`config.mk`:
```
export PLATFORM = sky130hd
export DESIGN_NAME = mux_scan_reg
export DESIGN_NICKNAME = d
export VERILOG_FILES = /design/src/rtl/mux_scan_reg.sv
export SDC_FILE = /design/constraint.sdc
export NUM_CORES = 1
export LEC_CHECK = 0
export CAP_MARGIN = 20
export CORE_ASPECT_RATIO = 0.6
export CORE_MARGIN = 2
export CORE_UTILIZATION = 50
export DETAILED_ROUTE_END_ITERATION = 16
export PLACE_DENSITY = 0.77
export SLEW_MARGIN = 20
export SYNTH_ARGS = -nofsm -noshare
export SYNTH_HDL_FRONTEND = slang
export SYNTH_SLANG_ARGS = --single-unit
```
`constraint.sdc`:
```
create_clock -name i_Clk -period 3.5 [get_ports i_Clk]
set_clock_uncertainty 0.05 [all_clocks]
set_input_delay 0.525 -clock i_Clk [delete_from_list [all_inputs] [get_ports i_Clk]]
set_output_delay 0.525 -clock i_Clk [all_outputs]
set_load 0.02 [all_outputs]
```
`src/rtl/mux_scan_reg.sv`:
```
// mux_scan_reg: registered N-channel data selector with manual select and masked round-robin auto-scan
// Ports: i_Clk rising-edge clock; i_Rst_n asynchronous active-low reset;
//        i_Datos packed channels (channel k at [k*WIDTH +: WIDTH]); i_Sel manual channel select;
//        i_Mode 0=manual 1=auto-scan; i_En block enable (0 = idle/hold); i_Mask auto-scan channel enables;
//        o_Salida registered data of the selected channel; o_Canal registered channel index;
//        o_Valid one-cycle pulse whenever o_Canal is (re)loaded.
module mux_scan_reg #(
   parameter int WIDTH    = 4,
   parameter int CHANNELS = 4,
   parameter int DWELL    = 50,
   localparam int SEL_W   = $clog2(CHANNELS)
) (
   input  logic                      i_Clk,
   input  logic                      i_Rst_n,
   input  logic [CHANNELS*WIDTH-1:0] i_Datos,
   input  logic [SEL_W-1:0]          i_Sel,
   input  logic                      i_Mode,
   input  logic                      i_En,
   input  logic [CHANNELS-1:0]       i_Mask,
   output logic [WIDTH-1:0]          o_Salida,
   output logic [SEL_W-1:0]          o_Canal,
   output logic                      o_Valid
);
   localparam int CW = $clog2(DWELL + 1);
   typedef enum logic [1:0] {IDLE, MANUAL, AUTO} state_t;
   state_t           st_q, st_d;
   logic [WIDTH-1:0] salida_q, salida_d;
   logic [SEL_W-1:0] canal_q, canal_d, nxt;
   logic             valid_q, valid_d, entering;
   logic [CW-1:0]    cnt_q, cnt_d;
   logic [WIDTH-1:0] ch [CHANNELS];
   for (genvar k = 0; k < CHANNELS; k++) begin : g_ch
      assign ch[k] = i_Datos[k*WIDTH +: WIDTH];
   end
   // First enabled channel at or after 'from', wrapping past CHANNELS-1 back to 0.
   // Walking downward lets the nearest hit overwrite farther ones.
   function automatic logic [SEL_W-1:0] seek(input logic [SEL_W-1:0] from, input logic [CHANNELS-1:0] m);
      int               j;
      logic [SEL_W-1:0] idx;
      seek = from;
      for (int i = CHANNELS - 1; i >= 0; i--) begin
         j   = int'(from) + i;
         idx = SEL_W'(j >= CHANNELS ? j - CHANNELS : j);
         if (m[idx]) seek = idx;
      end
   endfunction
   always_comb begin
      st_d     = !i_En ? IDLE : i_Mode ? AUTO : MANUAL;
      entering = st_d != st_q;
      nxt      = canal_q == SEL_W'(CHANNELS - 1) ? '0 : canal_q + 1'b1;
      canal_d  = canal_q;
      salida_d = salida_q;
      valid_d  = 1'b0;
      cnt_d    = '0;
      if (st_d == MANUAL && int'(i_Sel) < CHANNELS) begin
         canal_d  = i_Sel;
         salida_d = ch[i_Sel];
         valid_d  = entering || i_Sel != canal_q;
      end else if (st_d == AUTO && |i_Mask) begin
         // Entry or a disabled current channel re-aligns at once; the search is inclusive so an
         // already-enabled channel keeps its place and starts a fresh dwell.
         if (entering || !i_Mask[canal_q]) begin
            canal_d = seek(canal_q, i_Mask);
            valid_d = 1'b1;
         end else if (cnt_q == CW'(DWELL - 1)) begin
            canal_d = seek(nxt, i_Mask);
            valid_d = 1'b1;
         end else begin
            cnt_d = cnt_q + 1'b1;
         end
         salida_d = ch[canal_d];
      end
   end
   always_ff @(posedge i_Clk or negedge i_Rst_n) begin
      if (!i_Rst_n) begin
         st_q     <= IDLE;
         salida_q <= '0;
         canal_q  <= '0;
         valid_q  <= 1'b0;
         cnt_q    <= '0;
      end else begin
         st_q     <= st_d;
         salida_q <= salida_d;
         canal_q  <= canal_d;
         valid_q  <= valid_d;
         cnt_q    <= cnt_d;
      end
   end
   assign o_Salida = salida_q;
   assign o_Canal  = canal_q;
   assign o_Valid  = valid_q;
endmodule

```
==> out/results.ini <==
[run_status]
outcome=finished, final reports clean

[floorplanning]
die_w_um=80.9
io_pins=33
die_area_um2=4060
die_y_um=50.1
rows=16
core_area_um2=3320
start_util_pct=53.4

[sta]
finalSetupViolations=0
setup_tns_ns=0
slew_headroom_pct=41.4
rsz0062_at_grt=false
layout_min_cycle_time_ns=3.05
fmax_ghz=0.328
slew_viol_final=0
finalCritPeriodShare_pct=87.2
final_hold_viol_count=0
worst_pin_slew_ns=0.877

[drt]
top_layer=met4
drt-met1-wl_um=1990
wl_um=4280
drtAntennaViolNets=0
dr_wl_met3_um=315
first_pass_iters=4
vias_per_cell=6.26
vias=1614
drtIter0Drc=84
met2_length_um=1960
wire_per_inst_um=16.6
route.detailed.drc=0

[clocking]
cts_root_buffer=clkbuf_8
ctsHoldBuffers=0
postCtsSetupBuffers=0
numCtsBuffers=3
htreeDepth=1
cts_buffer_depth=2
cts_resized=0
cts_tree=done
clk_pin_slew_ns=0.06
clk_latency_ns=0.25
clock_sinks=15

[grt]
grt_pass1_vias=1574
grt_overflow_total=0
grt_max_degree=17
antenna_found_initial=0
grt_pass1_wl_um=7440
track_usage_pct=23.2

[placed_design]
port_buffers=32
post-dp-hpwl_um=3220
dpl_cell_area_um2=2020
post-place-cells=254
gp_congestion=0.852

[critical_path]
crit_top_cell=mux2i_1
worstSetupEndpointType=register
cp_max_fo=14
startpoint_type=register
critPathArrivalTime_ns=3.13
cp_slowest_cell=dfrtp_1
path_cells=ha_1 -> buf_4 -> mux2i_1 -> nand2_1 -> a311oi_4 -> o31ai_4 -> o2111a_4 -> mux2i_1 -> nand4_1
cp.required_ns=3.58
slowest_delay_ns=0.53
critPathKind=reg2reg
crit_family=compound AO/OA/AOI/OAI gates
crit_buf_inv=1

[power_and_ir_drop]
power.density_nw_per_um2=525
p_int_w=0.000614
ir_drop_mv=0.220
combinationalPowerShare_pct=65.6
power.leakage_nw=0.790
power.share.clock_pct=13.3
seqPwrFrac_pct=21.1
power.net_switching_w=0.000468
sw_frac_of_total_pct=43.2
fin_total_pwr_w=0.00108

[finish]
finalNetCount=244
diodes=0
design_area_um2=2060
num-fill-cells=290
drive_above_1_share_pct=15.5
instances_no_fill=258
utilization_pct=62.0
areaGrowthSynthToFinish_pct=16.2

[yosys]
yosysSeqAreaShare_pct=21.2
syn_area_um2=1770
yosys_register_bits=15
synthDistinctLibCells=57
synth_edf_count=0
ys.flop_type=dfrtp_1
synth_warnings=0
synthesis.nets=220
synth_area_leader_cell=dfrtp_1
syn_inst=190
synth.avg_cell_area_um2=9.34
synth_top_cell_area_share_pct=21.2
async_flop_share_pct=100
synthTopCellsByArea=dfrtp_1 21%, mux4_2 6.3%, mux2_2 5.1%

[job]
maxCapViolCount=0

[min_path]
hold_path.class=reg2reg

==> cells in the mapped netlist (all sizes together), types with 3 or more instances <==
cell and number:
mux2 8, dfrtp 15, nor2b 3, nand3b 6
o31ai 4, nand3 7, mux2i 9, ha 4
nand4 5, nand2 15, and2b 4, buf 8
o21ai 9, nor4b 8, nor2 14, mux4 5
a21oi 4, a31oi 5, nor3 5, xor2 4
clkbuf 9, o31a 3
==> registers in the layout (all words and copies together), names as in the netlist <==
signal / flops
cnt_q: 6
o_Salida: 4
o_Canal: 2
st_q: 2
o_Valid: 1
==> routing by layer <==
layer,GRT usage (%),vias to the layer above
met1,33.4,765
li1,-,772
met3,4.50,5
met4,3.39,0
met2,36.9,72
met5,0,-
==> worst paths after layout <==
check,from,end,slack [ns],depth (start not counted)
worst max-delay path,o_Canal[1]$_DFFE_PN0P_,o_Salida[3]$_DFFE_PN0P_,0.45,9
worst min-delay path,cnt_q[0]$_DFF_PN0_,cnt_q[0]$_DFF_PN0_,0.45,1
worst max register to register,o_Canal[1]$_DFFE_PN0P_,o_Salida[3]$_DFFE_PN0P_,0.45,9
worst min register to register,cnt_q[0]$_DFF_PN0_,cnt_q[0]$_DFF_PN0_,0.45,1
max in group asynchronous,i_Rst_n,cnt_q[0]$_DFF_PN0_,2.32,1
min in group asynchronous,i_Rst_n,o_Canal[1]$_DFFE_PN0P_,0.64,1
==> stage by stage <==
step / setup slack, ns / hold slack [ns]
2_1_floorplan: 0.330 / 0.179
3_3_place_gp: 0.420 / 0.430
3_5_place_dp: 0.316 / 0.438
4_1_cts: 0.502 / 0.449
5_1_grt: 0.303 / 0.469
6_report: 0.449 / 0.447
==> cells by family (layout without fill, tap and decap cells) <==
family | Yosys count | in the layout | synth area share, %
mux | 22 | 22 | 16.7
xor+xnor | 6 | 6 | 2.96
fa+ha+maj | 4 | 4 | 2.82
simple gates | 81 | 81 | 26.6
compound gates | 43 | 43 | 20.0
buf+inv | 19 | 42 | 9.73
flops | 15 | 15 | 21.2
==> power by group through the flow <==
stage	Clock [W]	Sequential (W)	Combinational (W)
2_1_floorplan	0	0.000256	0.000543
3_3_place_gp	0	0.000230	0.000679
3_5_place_dp	0	0.000230	0.000698
4_1_cts	0.000146	0.000228	0.000702
5_1_grt	0.000154	0.000232	0.000765
6_report	0.000144	0.000229	0.000710
==> placed cells by master, fill, tap and decap left out, types with 3 or more instances in the layout <==
cell type        count
o21ai_0              9
o31a_1               3
dfrtp_1             15
xor2_1               4
and2b_2              3
nor4b_1              8
clkbuf_8             3
buf_4                4
a31oi_1              5
nor2b_1              3
nand2_1             15
nand4_1              5
mux2i_1              8
ha_1                 4
mux2_2               8
nor2_1              14
nand3b_1             6
nor3_1               5
nand3_1              7
mux4_2               5
a21oi_1              4
clkdlybuf4s50_1     32
==> final cells by class <==
class / instances / area [um2] / area share, %
inverter: 2 / 7.51 / 0.364
multi-input combinational: 156 / 1230 / 59.5
sequential: 15 / 375 / 18.2
tap: 45 / 56.3 / 2.73
timing repair buffer: 36 / 350 / 17.0
clock buffer: 3 / 41.3 / 2.00
clock inverter: 1 / 5.00 / 0.243
Note: power is estimated with default switching activity, not from simulation.
